$ cat config.mk
export PLATFORM = sky130hd
export DESIGN_NAME = mac_skew_feeder
export DESIGN_NICKNAME = d
export VERILOG_FILES = /design/src/rtl/mac_skew_feeder.sv
export SDC_FILE = /design/constraint.sdc
export NUM_CORES = 1
export LEC_CHECK = 0
export ABC_AREA = 1
export BUFFER_PORTS_ARGS = -buffer_cell sky130_fd_sc_hd__buf_2
export CAP_MARGIN = 15
export CORE_MARGIN = 3
export CORE_UTILIZATION = 40
export DETAILED_ROUTE_END_ITERATION = 8
export PLACE_DENSITY = 0.6
export SKIP_LAST_GASP = 1
export SLEW_MARGIN = 30
export SYNTH_ARGS = -nofsm -noshare
export SYNTH_HDL_FRONTEND = slang
export SYNTH_SLANG_ARGS = --single-unit
export TNS_END_PERCENT = 100
$ cat constraint.sdc
create_clock -name clk -period 9.9 [get_ports clk]
set_input_delay 1.485 -clock clk [delete_from_list [all_inputs] [get_ports clk]]
set_output_delay 1.485 -clock clk [all_outputs]
set_load 0.1 [all_outputs]
$ cat src/rtl/mac_skew_feeder.sv
// rtl/mac_skew_feeder.sv - per-lane operand FIFOs streamed diagonally (skewed) into a row of MACs
// Define MAC_FEEDER_OVF_ERR_EN to add the sticky err output for dropped writes and ignored starts.
module mac_skew_feeder #(
  parameter int DATA_WIDTH = 8,
  parameter int LANES      = 8,
  parameter int DEPTH      = 8,
  localparam int LW        = (LANES > 1) ? $clog2(LANES) : 1
) (
  input  logic                          clk,
  input  logic                          rst_n,
  input  logic                          wr_en,
  input  logic [LW-1:0]                 wr_lane,
  input  logic [DATA_WIDTH-1:0]         wr_data,
  input  logic                          start,
  output logic                          busy,
  output logic                          done,
  output logic                          clr_out,
  output logic [LANES-1:0]              en_out,
  output logic [LANES*DATA_WIDTH-1:0]   a_out
`ifdef MAC_FEEDER_OVF_ERR_EN
  ,
  output logic                          err
`endif
);

  localparam int CW = $clog2(DEPTH + 1);
  localparam int SW = $clog2(DEPTH + LANES);
  localparam int IW = (DEPTH > 1) ? $clog2(DEPTH) : 1;
  localparam logic [CW-1:0] FULL    = CW'(DEPTH);
  localparam logic [CW-1:0] FULL_M1 = CW'(DEPTH - 1);
  localparam logic [SW-1:0] C_LAST  = SW'(DEPTH + LANES - 2);

  localparam logic [1:0] S_IDLE   = 2'd0;
  localparam logic [1:0] S_CLEAR  = 2'd1;
  localparam logic [1:0] S_STREAM = 2'd2;
  localparam logic [1:0] S_DONE   = 2'd3;

  logic [1:0]                  r_state;
  logic [1:0]                  w_state_nxt;
  logic [SW-1:0]               r_c;
  logic [SW-1:0]               w_c_nxt;
  logic [CW-1:0]               r_cnt [LANES];
  logic [DATA_WIDTH-1:0]       r_mem [LANES][DEPTH];
  logic                        w_idle;
  logic                        w_wr_ok;
  logic                        w_all_full;
  logic                        w_start_ok;
  logic [LANES-1:0]            w_en_nxt;
  logic [LANES*DATA_WIDTH-1:0] w_a_nxt;
  logic                        r_busy;
  logic                        r_done;
  logic                        r_clr;
  logic [LANES-1:0]            r_en;
  logic [LANES*DATA_WIDTH-1:0] r_a;

  assign w_idle  = (r_state == S_IDLE);
  assign w_wr_ok = w_idle && wr_en && (int'(wr_lane) < LANES) && (r_cnt[wr_lane] != FULL);

  // Occupancy is judged after this cycle's write so a final write plus start launches together.
  always_comb begin
    w_all_full = 1'b1;
    for (int i = 0; i < LANES; i++) begin
      if (!((r_cnt[i] == FULL) ||
            ((r_cnt[i] == FULL_M1) && w_wr_ok && (int'(wr_lane) == i)))) begin
        w_all_full = 1'b0;
      end
    end
  end

  assign w_start_ok = w_idle && start && w_all_full;

  always_comb begin
    w_state_nxt = r_state;
    w_c_nxt     = r_c;
    case (r_state)
      S_IDLE: begin
        if (w_start_ok) w_state_nxt = S_CLEAR;
      end
      S_CLEAR: begin
        w_state_nxt = S_STREAM;
        w_c_nxt     = '0;
      end
      S_STREAM: begin
        if (r_c == C_LAST) w_state_nxt = S_DONE;
        else               w_c_nxt     = r_c + SW'(1);
      end
      default: begin
        w_state_nxt = S_IDLE;
        w_c_nxt     = '0;
      end
    endcase
  end

  // Outputs are precomputed from the next state so every output leaves a flop.
  always_comb begin
    w_en_nxt = '0;
    w_a_nxt  = '0;
    if (w_state_nxt == S_STREAM) begin
      for (int i = 0; i < LANES; i++) begin
        if ((int'(w_c_nxt) >= i) && (int'(w_c_nxt) < i + DEPTH)) begin
          w_en_nxt[i] = 1'b1;
          w_a_nxt[i*DATA_WIDTH +: DATA_WIDTH] = r_mem[i][IW'(int'(w_c_nxt) - i)];
        end
      end
    end
  end

  always_ff @(posedge clk or negedge rst_n) begin
    if (!rst_n) begin
      r_state <= S_IDLE;
      r_c     <= '0;
      r_busy  <= 1'b0;
      r_done  <= 1'b0;
      r_clr   <= 1'b0;
      r_en    <= '0;
      r_a     <= '0;
      for (int i = 0; i < LANES; i++) r_cnt[i] <= '0;
    end else begin
      r_state <= w_state_nxt;
      r_c     <= w_c_nxt;
      r_busy  <= (w_state_nxt != S_IDLE);
      r_done  <= (w_state_nxt == S_DONE);
      r_clr   <= (w_state_nxt == S_CLEAR);
      r_en    <= w_en_nxt;
      r_a     <= w_a_nxt;
      for (int i = 0; i < LANES; i++) begin
        if (r_state == S_DONE)                        r_cnt[i] <= '0;
        else if (w_wr_ok && (int'(wr_lane) == i))     r_cnt[i] <= r_cnt[i] + CW'(1);
      end
    end
  end

  always_ff @(posedge clk) begin
    if (w_wr_ok) r_mem[wr_lane][r_cnt[wr_lane][IW-1:0]] <= wr_data;
  end

  assign busy    = r_busy;
  assign done    = r_done;
  assign clr_out = r_clr;
  assign en_out  = r_en;
  assign a_out   = r_a;

`ifdef MAC_FEEDER_OVF_ERR_EN
  logic r_err;

  always_ff @(posedge clk or negedge rst_n) begin
    if (!rst_n)                                            r_err <= 1'b0;
    else if ((wr_en && !w_wr_ok) || (start && !w_start_ok)) r_err <= 1'b1;
  end

  assign err = r_err;
`endif

endmodule

---- After elaboration in Yosys (flattened, before gate mapping) ----
Memory sizes are Yosys's and may differ from the RTL's.
Index checks and enable logic that the tools add are counted.
cells by class
  add/subtract/negate cells ............... 16
  $lt $le $gt $ge ......................... 26
  eq/ne operators ......................... 31
  multiplexer cells ....................... 78
  bitwise operators ....................... 10
  reductions and logical operators ........ 55
operators by type and width
  cell                                                  count
  two-way mux 8 bit                                     26
  binary-select mux 8 bit (select 3 bit)                8
  two-way mux 64 bit                                    2
  two-way mux 4 bit                                     19
  adder 4 x 1 -> 4 bit (second input constant)          9
  equality test 4 bit (second input constant)           9
  logical AND 1 bit                                     36
  equality test 4 x 3 -> 1 bit (second input constant)  8
  >= comparator 3 x 4 -> 1 bit (second input constant)  8
  < comparator 4 bit (second input constant)            8
  demux 8 bit (select 3 bit)                            1
  inverter 3 bit                                        8
  nonzero test 2 bit                                    9
  two-way mux 1 bit                                     17
  >= comparator 4 x 3 -> 1 bit (second input constant)  4
  binary-select mux 4 bit (select 3 bit)                1
  equality test 3 bit (second input constant)           4
  subtractor 3 bit (second input constant)              4
  equality test 2 bit (second input constant)           4
  >= comparator 4 x 2 -> 1 bit (second input constant)  2
  >= comparator 4 bit (second input constant)           2
  logical OR 1 bit                                      8
  inverter 3 -> 4 bit                                   2
  case mux 4 bit (2 select lines)                       1
  other kinds (12)                                      16
word-level totals
  bits in registers ....................... 113
  bits in writable memories ............... 512
  input port bits ......................... 15
  output and inout bits ................... 75
  logic and storage cells ................. 232
  memories kept ........................... 1
memories
  memory  words  bits a word  rd ports  clocked after Yosys merged registers in  write ports  RTL line  source
  r_mem   8      64           8         0                                        1            43        logic [DATA_WIDTH-1:0] r_mem [LANES][DEPTH];

---- Longest topological paths before layout ----
Gate-level depths: netlist of the first run.
  word-level depth ........................ 22
  gate-level depth with buffers ........... 25
  gate-level depth less buffers ........... 23

---- Worst setup path before layout of the first run ----
No wires, ideal clock.
  path kind ............................... input port to flip-flop
  from .................................... input port wr_lane[0]
  to ...................................... memory r_mem[0][10] (netlist name), enable pin
  setup time .............................. 370 ps
  arrival ................................. 3,102 ps
  required time ........................... 9,530 ps
  slack ................................... 6,427 ps
  stages .................................. 14
  path buffers ............................ 1
  cell sequence ........................... inv_2 buf_4 nand2_1 nand2_1 nand2_1 nand2_1 nand2_1 nand2_1 nor2_4 nand2_4 nand2_4 a21oi_1 nand2_1 nor2_1
on the way
  word-level cells in the longest chain between the ends .. 10
  elaborated cells between the ends (all ways) .. 14
  those cells by class .................... order compare: 2; eq/ne: 1; mux: 7; bitwise: 2; reduce/logical: 2
ends and longest elaborated chain
  element                                                                                          RTL line  source
  start: declaration                                                                               12        input logic [LW-1:0] wr_lane,
  inverter 3 -> 4 bit (implied by the code)                                                        57, 134
  binary-select mux 4 bit (select 3 bit)                                                           57, 134
  two-way mux 4 bit (implied by the code) (2 in series)                                            134       if (w_wr_ok) r_mem[wr_lane][r_cnt[wr_lane][IW-1:0]] <= wr_data;
  inverter 3 -> 4 bit (implied by the code)                                                        134
  >= comparator 4 bit (implied by the code) / < comparator 4 x 1 -> 1 bit (equally long branches)  134
  logical AND 1 bit (implied by the code)                                                          134
  two-way mux 8 bit (implied by the code)                                                          134
  demux 8 bit (select 3 bit)                                                                       134
  two-way mux 64 bit (implied by the code)                                                         134
  end: declaration                                                                                 43
Several ways; a longest one is shown, not always the timed one. The select of a mux whose other input is x is not followed.

---- Final worst setup path of the first run ----
  from .................................... input port wr_lane[0]
  to ...................................... memory r_mem[3][13] (netlist name), enable pin
The elaborated chain is that of the path after synthesis.

==> results of run 1 <==
-- cells by family (layout without fill, tap and decap cells) --
logic type                 Yosys count  count (layout)  share of synthesized area, %
AOI/OAI and AO/OA                  452             452                          11.6
xor gates and xnor gates             3               3                         0.104
DFF                                625             625                          71.7
and+or+nand+nor                    673             673                          11.9
buffers and inverters              198             320                          3.08
adders and majority gates           32              32                          1.58
-- Yosys cell counts, drive strengths merged --
master	number
a211oi	9
a21oi	13
a311oi	1
a31oi	9
buf	17
clkbuf	92
clkinv	7
dfrtp	113
edfxtp	512
ha	32
inv	82
nand2	130
nand3	78
nand4	11
nor2	313
nor3	13
o211ai	256
o21a	1
o21ai	162
o22ai	1
or2	128
xor2	3
-- how the worst max path moves through the flow --
stage | endpoint | slack (ns) | cells after the start
floorplan | r_mem[0][10] | 6.43 | 14
global placement | r_mem[2][10] | 5.23 | 14
detailed placement | r_mem[2][10] | 5.14 | 14
CTS | a_out[56] | 5.67 | 15
global route | a_out[63] | 5.32 | 16
finish | r_mem[3][13] | 5.71 | 14
-- power breakdown --
part / total [mW] / leakage (nW) / switching [mW] / internal, mW
clock network: 2.43 / 1.05 / 0.986 / 1.45
registers: 3.01 / 6.11 / 0.0766 / 2.93
logic: 0.323 / 2.79 / 0.233 / 0.0904
-- flip-flops by register name (all words and copies together), names as in the netlist --
signal,cells
a_out,64
r_c,4
clr_out,1
done,1
r_cnt,32
en_out,8
busy,1
r_state,2
r_mem,512
-- metal layers --
metal,vias to the layer above,global-route usage [%],share of wire [%]
met4,2,5.87,2.1
met5,-,0,0.021
met3,84,3.42,6.3
met1,7814,26.4,45
li1,7378,-,-
met2,499,29.7,47
-- layout make-up --
type,instances,area (um^2),share of cell area [%]
tap,837,1050,3.64
multi-input combinational,1160,6420,22.3
timing repair buffer,111,621,2.16
clock buffer,86,1850,6.43
inverter,89,339,1.18
sequential,625,18200,63.3
clock inverter,34,288,1.00
-- metrics by stage --
step | power [mW] | hold slack, ns | std cells | instance area (um^2) | utilization, %
2_1_floorplan | 3.23 | 0.477 | 1983 | 25400 | -
3_3_place_gp | 3.37 | 0.531 | 2822 | 26600 | 42.7
3_5_place_dp | 3.38 | 0.539 | 2822 | 26600 | 42.7
4_1_cts | 5.81 | 0.550 | 2942 | 28800 | 46.2
5_1_grt | 5.98 | 0.569 | 2942 | 28800 | 46.2
6_report | 5.76 | 0.553 | 2942 | 28800 | 46.2
-- worst register-to-register path, delay by kind of cell (launching register included) --
kind	cells	cell delay, ns
and+or+nand+nor	6	0.94
DFF	1	0.39
AOI/OAI and AO/OA	2	0.43
buffers and inverters	5	1.76
adders and majority gates	2	0.56
==> impl_summary.md, run 1 <==
Clocking
In this run, CTS created clock tree buffers numbering 68. The number of gates resized after CTS was 0. In this run the post-CTS setup repair buffer count came out at 0.

The buffer cell driving the clock tree root is sky130_fd_sc_hd__clkbuf_16. In this run the deepest clock path goes through 3 buffers. The number of buffers inserted for hold repair after clock tree synthesis is 0. TritonCTS built the clock tree. The CTS sink count is 625. The H-tree generated during clock tree synthesis spans 3 levels. The clock reaches the later pin of the worst-skew pair after 0.59 ns. After clock tree synthesis, the clock-pin slew on the worst setup and hold paths is 0.06 ns.

STA
Setup repair after global routing left no endpoint under its margin. The maximum operating frequency is 239 MHz. For the pin with the worst max-slew slack, the measured transition is 0.937 ns. The final critical path takes up 42.3% of the cycle. The count of pins over their slew limit is 0. Adding up every negative setup slack in the final design gives 0 ns. Setup slack on the critical path of the routed design comes to ~5.7 ns.

The worst pin sits at a relative slew slack of 37.4%. After layout, the minimum clock period comes to approximately 4.2 ns. The final hold violation count came to 0. Across the routed clock network, the largest skew measured is 0.0253 ns.

The final number of setup-violating endpoints is 0.

Route
The post-detailed-routing wire length is 62,600 um. Once detail routing completed, the nets flagged for antenna violations numbered 0. The first-pass iteration count of the detailed router is 7.

The detailed router placed between 15,000 and 20,000 vias in this run. The average wire per standard cell is 21.3 um. The remaining routing DRC violations is 0.

In the routed layout, each cell is associated on average with a via count of 5.36. The detailed router finished its first iteration with 1,454 violations.

Global route
The global-route wire length before repair is 95,800 um. The number of antenna violations at the first check in global routing is 2. The number of global-route vias before repair was 15,700. The remaining global-route overflow is 0.

The largest net degree at the start of global routing is 97. Global routing consumed, over all layers together, 18.7% of the routing resources.

Worst setup path
The origin of the critical flop-to-flop path is r_c[0]. The worst setup path is launched from a primary input. The critical path data arrival time is 4.41 ns. The critical path's most frequent cell is sky130_fd_sc_hd__nand2_1. The delay of the slowest critical-path stage is 0.76 ns. For the worst flop-to-flop path, the logic depth is 15. The critical path launch point is wr_lane[0].

The internal reg-to-reg setup slack is approximately 5.7 ns. Traced cell by cell, the critical path runs through buf_2 > inv_2 > nand2_1 > nand2_1 > nand2_1 > nand2_1 > nand2_1 > nand2_1 > nor2_4 > nand2_4 > nand2_4 > a21oi_1 > nand2_1 > nor2_1. The critical register-to-register path endpoint is a_out[63]. The start-to-end type of the worst setup path is in -> reg. The number of buffers and inverters on the critical path is 2. The required time of the critical path is 10.12 ns. Broken down by cell family, the worst path's largest delay share belongs to simple AND/OR/NAND/NOR gates. The master of the slowest instance on the critical path is sky130_fd_sc_hd__nor2_1. In this run the worst path has a maximum fanout of 22. The sort of element at the end of the critical path is a flip-flop.

Synth
For this run, the number of Yosys warnings is 0. Yosys attributes the largest share of cell area to sky130_fd_sc_hd__edfxtp_1 (61%), sky130_fd_sc_hd__dfrtp_1 (11%), sky130_fd_sc_hd__o211ai_1 (7.6%). After synthesis the cells add up to 25,400 um^2. The number of nets in the synthesized netlist is slightly above 2,000. The share of the synthesized area in the top cell type is roughly three fifths. The distinct cell type count of the synthesized netlist is 29.

After synthesis the netlist holds a flip-flop and latch count of 625. Sequential cells were found to cover between 70% and 80% of the synthesized design area. The average footprint of a synthesized cell is 12.8 um^2. The largest total area in the synthesized netlist belongs to sky130_fd_sc_hd__edfxtp_1.

The gate count of the mapped netlist is roughly 2,000.

Die
The core region area is 62,300 um^2. The y dimension of the die is 258 um. The I/O pin count is 90. The starting density of the core is 40.7%. The overall die area is approximately 66,000 um^2. The horizontal extent of the die is 258 um. Row generation in the floorplan step produced 91 rows.

Power and ir drop
The leakage power summed over all cells is around 9.9 nW. Dividing total power by cell area gives a power density of 200 nW/um^2. The maximum vdd drop is 112 uV.

Worst hold path
The cell depth of the worst hold path is 1. The origin of the worst min-delay path is r_cnt[15]. The worst-case hold path end point is r_cnt[15]. The path category of the worst min-delay check is reg -> reg.

Placement
The setup slack at placement is 5.14 ns. The number of buffers added on ports is 89. The congestion estimate from routability-driven global placement came to 0.870. The wire-length estimate of the detail-placed layout is 36,800 um.

Layout
The number of antenna diodes is 0. The area growth from synthesis to layout is 13.4%. For this run, the post-layout net count is 2,102. The layout has 5,531 filler cells. The ratio of cells with drive above 1 in the final layout is 16.3%. The most frequent standard cell in the layout excluding fill and tap cells is sky130_fd_sc_hd__edfxtp_1. The library cells used most frequently in the layout, excluding fill and tap cells, are sky130_fd_sc_hd__edfxtp_1 (512), sky130_fd_sc_hd__nor2_1 (311), sky130_fd_sc_hd__o211ai_1 (256).

Status
The run finished with clean final reports.

Job
The tool flagged a number of max-cap violations equal to 0.
(Power assumes the default switching activity.)
==> inputs of run 2 (changes only) <==
clock period = 4 ns   (was 9.9 ns; I/O delays follow)
==> run 2 against run 1 <==
Sequential power is 150% higher; sequential share of layout area shrank 1.6 points; die area stayed put; power rose to 2.6 times the previous value; worst hold slack lost 0.49 ns; via count rose by 2.9%; count of clock-buffer cells in the layout up 3; utilization increased by 1.2 points; first-iteration DRC count up 12%; critical path depth grew 1; clock skew shrank 0.00051 ns; design area grew 2.5%.
==> impl_summary.md, run 2 (synthesized netlist as in run 1, its figures left out) <==
Global route
The met2 layer usage reported by global route is 31.1% (+1.4 points). The all-layer global routing usage was 19.3% (+0.54 points). The global-route wire length before repair is 97,900 um (+2.1%). The global-route track usage on met1 came to 26.7% (+0.28 points). The number of global-route vias before repair is 16,200 (+3.8%).

The remaining global-route overflow came to 0 (unchanged). After global routing, the most crowded layer is met2. The met3 usage in global routing is 3.36% (-0.059 points).

The number of antenna violations at the first check in global routing is 2 (unchanged). The largest net degree at the start of global routing was 149 (+54%).

STA
The post-route setup TNS is 0 ns (unchanged). The worst path uses a little over four fifths of the clock period. The normalized max-slew margin was 39.8% (+2.4 points). The count of pins over their slew limit is 0 (unchanged).

The final number of setup-violating endpoints is 0 (unchanged). The final hold violation count is 0 (unchanged). The measured slew at the worst slew-check pin is 0.902 ns (-0.0349 ns).

The worst hold-check slack is 0.0652 ns (-0.487 ns). Derived from the worst setup path, the maximum achievable clock frequency is 299 MHz. The worst clock skew on the final layout is 0.0248 ns (-0.000515 ns). Setup repair after global routing left no endpoint under its margin. The smallest clock period supported by the final layout is computed as 3.35 ns.

Die
The core region area was 62,300 um^2 (unchanged). The starting density of the core is 40.7% (unchanged). The y dimension of the die is 258 um (unchanged). The overall die area is 66,500 um^2 (unchanged). The horizontal extent of the die is 258 um (unchanged). The I/O pin count is 90 (unchanged).

The floorplan row count came to 91 (unchanged).

Clocking
The root buffer cell chosen for the clock tree is sky130_fd_sc_hd__clkbuf_16. The post-CTS setup-driven buffer insertion count is 0 (unchanged). The clock slew at the register clock pins of the worst setup and hold paths is 0.06 ns (about the same). TritonCTS built the clock tree.

The clock network latency to the later pin of the worst-skew pair is 0.60 ns (about the same). The CTS sink count was 625 (unchanged). The number of buffers between clock root and the deepest sink is 3 (unchanged). The total CTS buffers was 68 (unchanged). The number of instances resized during post-cts repair was 0 (unchanged). The H-tree depth reported by CTS is 3 (unchanged). The number of buffers inserted for hold repair after clock tree synthesis is 0 (unchanged).

Route
The remaining routing DRC violations is 0 (unchanged). The average wire per standard cell was 21.5 um (+1.0%). The via count of the routed design was 16,200 (+2.9%). The first-pass iteration count of the detailed router was 7 (unchanged). The via-per-instance ratio is 5.42 (+1.0%). The post-detailed-routing wire length is 64,400 um (+2.9%). The count of nets left with antenna violations after detail routing came to 0 (unchanged). The detailed router's first-iteration violation count is 1,632 (+12%).

Worst setup path
The number of buffers and inverters on the critical path came to 4 (+2). The sort of element at the end of the critical path is a flip-flop. The required time of the critical path is 4.47 ns (-5.65 ns).

Counting stages on the worst path, the most repeated cell is sky130_fd_sc_hd__inv_1. For this design, the slowest cell found on the critical path is sky130_fd_sc_hd__inv_1. The delay of the slowest critical-path stage is 0.57 ns (-0.19 ns). The internal reg-to-reg setup slack is 0.65 ns (-5.08 ns). The startpoint type of the worst setup path is a flip-flop. The largest delay contributor family on the critical path is buffers and inverters. The critical path data arrival time is 3.82 ns (-0.59 ns). The biggest fanout along the worst timing path is 16 (-27%). The worst setup path is of the reg -> reg kind. Walking the worst path, the cells encountered are inv_1 > ha_1 > nand2_1 > nor2_1 > o21ai_0 > o21ai_0 > nand2_4 > inv_6 > ha_1 > inv_1 > xor2_1 > inv_1 > o211ai_1 > nand3_1 > nor2_1.

Placement
The final weighted congestion of routability-driven global placement is 0.871 (+0.15%). The number of buffers added on ports is 89 (unchanged). The placed cell count is 2,873 (+1.8%). The detailed placement HPWL is 37,700 um (+2.6%).

Power and ir drop
The power spent charging and discharging nets is 3.30 mW (+150%). The fraction of power spent switching nets is 22.0% (-0.47 points). The register share of total power is 49.6% (-2.6 points). The portion of total power attributed to combinational logic was 5.6% (about the same). The maximum vdd drop is 300 uV (+170%). The clock network power share is 44.9% (+2.7 points). The sum of internal, switching and leakage power is 15.0 mW (+160%).

The leakage power summed over all cells is 10.4 nW (+4.1%). The total power per unit cell area came to 508 nW/um^2 (+150%). The cell internal power dissipation came to 11.7 mW (+160%).

Layout
The post-layout instance count excluding filler cells is 2,997 (+1.9%). The post-synthesis to final-layout area growth is 16.2%. In the layout the commonest cells are sky130_fd_sc_hd__edfxtp_1 (512), sky130_fd_sc_hd__nor2_1 (312), sky130_fd_sc_hd__o211ai_1 (256). The flip-flop count of the largest register after layout is 512 (unchanged). Leaving out fill and tap cells, the most frequent cell in the layout is sky130_fd_sc_hd__edfxtp_1. The ratio of cells with drive above 1 in the final layout is 19.0% (+2.7 points). The number of nets in the finished design is 2,153 (+2.4%).

Status
The flow ran to the end, and the final reports show no timing, DRC or antenna violations.

Job
The max-capacitance violation count is 0 (unchanged).

Worst hold path
In this run the worst hold path is classified as in -> async.
## run 2: changes by cell type in the layout (fill, tap and decap cells not counted), moves of 2 or more
cell,change
sky130_fd_sc_hd__clkinv_1,-14
sky130_fd_sc_hd__bufinv_16,+7
sky130_fd_sc_hd__buf_12,+3
sky130_fd_sc_hd__inv_6,-2
sky130_fd_sc_hd__buf_2,-6
sky130_fd_sc_hd__buf_4,+53
sky130_fd_sc_hd__clkinvlp_4,+8
sky130_fd_sc_hd__clkbuf_16,+4
## run 2: worst reg2reg max path, delay by kind of cell, from the launching register on
kind / cells / cell delay, ns
simple gates: 5 / 0.81
compound gates: 3 / 0.62
flops: 1 / 0.40
xor+xnor: 1 / 0.17
buf+inv: 4 / 0.87
fa+ha+maj: 2 / 0.35
## run 2: power groups by stage
stage | sequential [mW] | clock, mW | combinational, mW
6_report | 7.43 | 6.72 | 0.832
3_3_place_gp | 7.55 | 0 | 0.803
2_1_floorplan | 7.50 | 0 | 0.497
5_1_grt | 7.45 | 7.12 | 0.959
4_1_cts | 7.42 | 6.85 | 0.838
3_5_place_dp | 7.56 | 0 | 0.833
## run 2: path summary, 6_finish.rpt
| kind | startpoint | to | cells after the start |
|---|---|---|---|
| worst max-delay path | r_c[0] | a_out[61] | 15 |
| worst max register to register | r_c[0] | a_out[61] | 15 |
| max in group asynchronous | rst_n | r_cnt[27] | 2 |
| worst min-delay path | rst_n | a_out[8] | 1 |
| worst min register to register | r_cnt[26] | r_cnt[26] | 1 |
| min in group clk | r_cnt[26] | r_cnt[26] | 1 |
## run 2: layout make-up
cell class | count | area [um^2]
flip-flops and latches | 625 | 18200
inverters | 89 | 339
diodes | 1 | 2.50
fillers | 5492 | 32800
repair buffers | 162 | 1060
clock inverters | 34 | 493
well taps | 837 | 1050
clock buffers | 89 | 1940
multi-input cells | 1160 | 6410
## run 2: metrics by stage
stage          cell area, um^2  setup slack [ns]  utilization, %
2_1_floorplan            25400             0.789               -
3_3_place_gp             27100             0.640            43.4
3_5_place_dp             27100             0.573            43.5
4_1_cts                  29500             0.698            47.4
5_1_grt                  29500             0.293            47.4
6_report                 29500             0.653            47.4
## run 2: routing by layer
metal / wire length (um) / up-vias
li1: - / 7467
met5: 13 / -
met2: 30500 / 595
met1: 27900 / 8084
met4: 1470 / 2
met3: 4530 / 86
==> inputs of run 3 (changes only) <==
clock period = 3.24 ns   (was 4 ns; I/O delays follow)
==> run 3 against run 2 <==
Maximum frequency up 9.1%; count of clock-buffer cells in the layout up 14; non-clock buffer count up 43; utilization up 0.24 points; combinational power up 25%; design area up 0.50%; cell count up 1.4%; critical path depth down 3; worst hold slack better by 0.44 ns; highest routed layer is now met4.
==> impl_summary.md, run 3 (synthesized netlist as in run 1, its figures left out) <==
Layout
The post-synthesis to final-layout area growth is 16.8%. The number of nets in the finished design is 2,196 (+2.0%). The core occupancy in the finished layout was 47.6% (+0.24 points). Leaving out fill and tap cells, the most frequent cell in the layout is sky130_fd_sc_hd__edfxtp_1. In the layout the commonest cells are sky130_fd_sc_hd__edfxtp_1 (512), sky130_fd_sc_hd__nor2_1 (312), sky130_fd_sc_hd__o211ai_1 (256). The ratio of cells with drive above 1 in the final layout is 20.0% (+1.0 points). The number of antenna diodes was 0 (-1). The flip-flop count of the largest register after layout is 512 (unchanged). The area of all placed cells without fillers is 29,600 um^2 (+0.50%).

STA
The final hold violation count is 0 (unchanged). The normalized max-slew margin was 36.0% (-3.9 points). The measured slew at the worst slew-check pin is 0.960 ns (+0.0581 ns). The final number of setup-violating endpoints is 0 (unchanged). The count of pins over their slew limit was 0 (unchanged).

The maximum operating frequency is 326 MHz (+9.1%). The worst hold-check slack was 0.510 ns (+0.445 ns). The worst clock skew on the final layout is 0.0275 ns (+0.00268 ns).

The time the worst path needs with I/O delays and setup is 3.07 ns (-0.279 ns). The share of the clock period used by the worst path is 94.7% (+11 points). The post-route setup TNS is 0 ns (unchanged). Setup repair after global routing could not meet its margin everywhere.

Clocking
The clock slew at the register clock pins of the worst setup and hold paths came to 0.06 ns (about the same). The CTS sink count is 625 (unchanged). CTS placed an instance of sky130_fd_sc_hd__clkbuf_16 at the clock tree root. The clock network latency to the later pin of the worst-skew pair is 0.60 ns (about the same).

The total CTS buffers came to 68 (unchanged). TritonCTS built the clock tree. The H-tree depth reported by CTS came to 3 (unchanged).

The number of buffers between clock root and the deepest sink is 3 (unchanged).

Worst setup path
The largest individual stage delay along the critical path comes from the cell sky130_fd_sc_hd__dfrtp_1. The number of buffers and inverters on the critical path is 4 (unchanged). The required time of the critical path is 3.75 ns (-0.72 ns).

The internal reg-to-reg setup slack is 0.17 ns (-0.48 ns). STA classifies the critical path startpoint as a flip-flop. The critical path data arrival time is 3.58 ns (-0.24 ns). The biggest fanout along the worst timing path was 18 (+2). Broken down by cell family, the worst path's largest delay share belongs to buffers and inverters. The delay of the slowest critical-path stage was 0.42 ns (-0.15 ns). The sort of element at the end of the critical path is a flip-flop. The start-to-end type of the worst setup path is reg -> reg. The critical path goes through inv_1 > ha_1 > inv_1 > o21ai_0 > nand2_4 > ha_1 > inv_2 > buf_4 > o211ai_1 > o211ai_1 > nand3_1 > nor2_1.

Global route
The remaining global-route overflow is 0 (unchanged). The number of global-route vias before repair is 16,400 (+1.2%). The number of antenna violations at the first check in global routing came to 1 (-1). The global-route wire length before repair is 98,100 um (+0.26%). The largest net degree at the start of global routing is 162 (+8.7%).

The all-layer global routing usage is 19.2% (-0.046 points).

Route
The post-detailed-routing wire length came to 64,900 um (+0.83%). The average wire per standard cell is 21.4 um (-0.53%). The remaining routing DRC violations is 0 (unchanged).

The via count of the routed design was 16,300 (+0.67%). The via-per-instance ratio was 5.38 (-0.69%). The count of nets left with antenna violations after detail routing is 0 (unchanged). The first-pass iteration count of the detailed router was 6 (-1). The detailed router's first-iteration violation count is 1,482 (-9.2%).

Die
The core region area is 62,300 um^2 (unchanged). The horizontal extent of the die is 258 um (unchanged). The I/O pin count is 90 (unchanged). The starting density of the core is 40.7% (unchanged). The floorplan row count is 91 (unchanged). The overall die area is 66,500 um^2 (unchanged). The y dimension of the die came to 258 um (unchanged).

Power and ir drop
The power spent charging and discharging nets was 3.98 mW (+21%). The portion of total power attributed to combinational logic is 5.9% (+0.3 points). The clock network power share is 42.0% (-2.9 points). The total power per unit cell area is 595 nW/um^2 (+17%). The maximum vdd drop is 370 uV (+23%).

The fraction of power spent switching nets is 22.6% (+0.60 points). The register share of total power came to 52.1% (+2.5 points). The leakage power summed over all cells was 10.5 nW (+1.4%). The cell internal power dissipation is 13.6 mW (+17%).

Job
The max-capacitance violation count is 0 (unchanged).

Placement
The total placed instance area came to 27,400 um^2 (+1.4%). The detailed placement HPWL is 38,200 um (+1.3%). The final weighted congestion of routability-driven global placement is 0.864 (-0.84%). The number of buffers added on ports is 89 (unchanged).

Worst hold path
The worst hold path belongs to the class in -> async.

Status
The run finished with clean final reports.
## run 3: changes by cell type in the layout (fill, tap and decap cells not counted), sizes merged
cell / change
buf: +41
clkbuf: +15
bufinv: -11
clkinvlp: -7
inv: +2
clkinv: +1
diode: -1
dlygate4sd3: +1
## run 3: routing by layer
metal	part of all wire, %	global-route usage, %
met1	44	26.6
met2	48	31.6
met3	6.0	2.92
met4	2.1	5.87
met5	0	0
## run 3: per-stage QoR
step | instances | setup slack [ns] | power (mW)
final | 3038 | 0.172 | 17.6
after global routing | 3038 | -0.00608 | 18.3
after CTS | 3037 | 0.0404 | 17.8
after detailed placement | 2914 | 0.0709 | 10.4
after global placement | 2914 | 0.203 | 10.3
after floorplan | 1983 | 0.0289 | 9.87
## run 3: worst paths after layout
kind,startpoint,endpoint,depth (start not counted)
worst min register to register,r_cnt[22],r_cnt[22],1
worst max register to register,r_state[0],a_out[46],12
min in group clk,wr_data[6],r_mem[3][62],1
max in group asynchronous,rst_n,done,3
worst max-delay path,r_state[0],a_out[46],12
worst min-delay path,rst_n,a_out[0],2
## run 3: cell type report
type	instances	area [um^2]
clock buffers	103	2010
clock inverters	19	134
fillers	5472	32600
inverters	89	343
multi-input cells	1160	6420
flip-flops and latches	625	18200
well taps	837	1050
repair buffers	205	1490
## run 3: power by group through the flow
stage	Clock, mW	Sequential (mW)	Combinational [mW]
after floorplan	0	9.25	0.613
after global placement	0	9.34	1.00
after detailed placement	0	9.34	1.04
after CTS	7.57	9.17	1.05
after global routing	7.89	9.20	1.19
final	7.40	9.18	1.04
## run 3: worst register-to-register path: cells and delay by family (launching register included)
kind,cells,cell delay (ns)
AO/OA/AOI/OAI,3,0.58
adder cells (fa/ha/maj),2,0.66
buffers and inverters,4,0.87
flip-flops,1,0.42
AND/OR/NAND/NOR,3,0.43
## run 3: repair_timing
| item | 4_1_cts | 5_1_grt |
|---|---|---|
| endpoints found under the hold margin | 71 | 0 |
| hold buffers | 1 | 0 |
| resized for setup | 0 | 7 |
| buffers inserted | 0 | 0 |
| setup endpoints to repair | 0 | 38 |
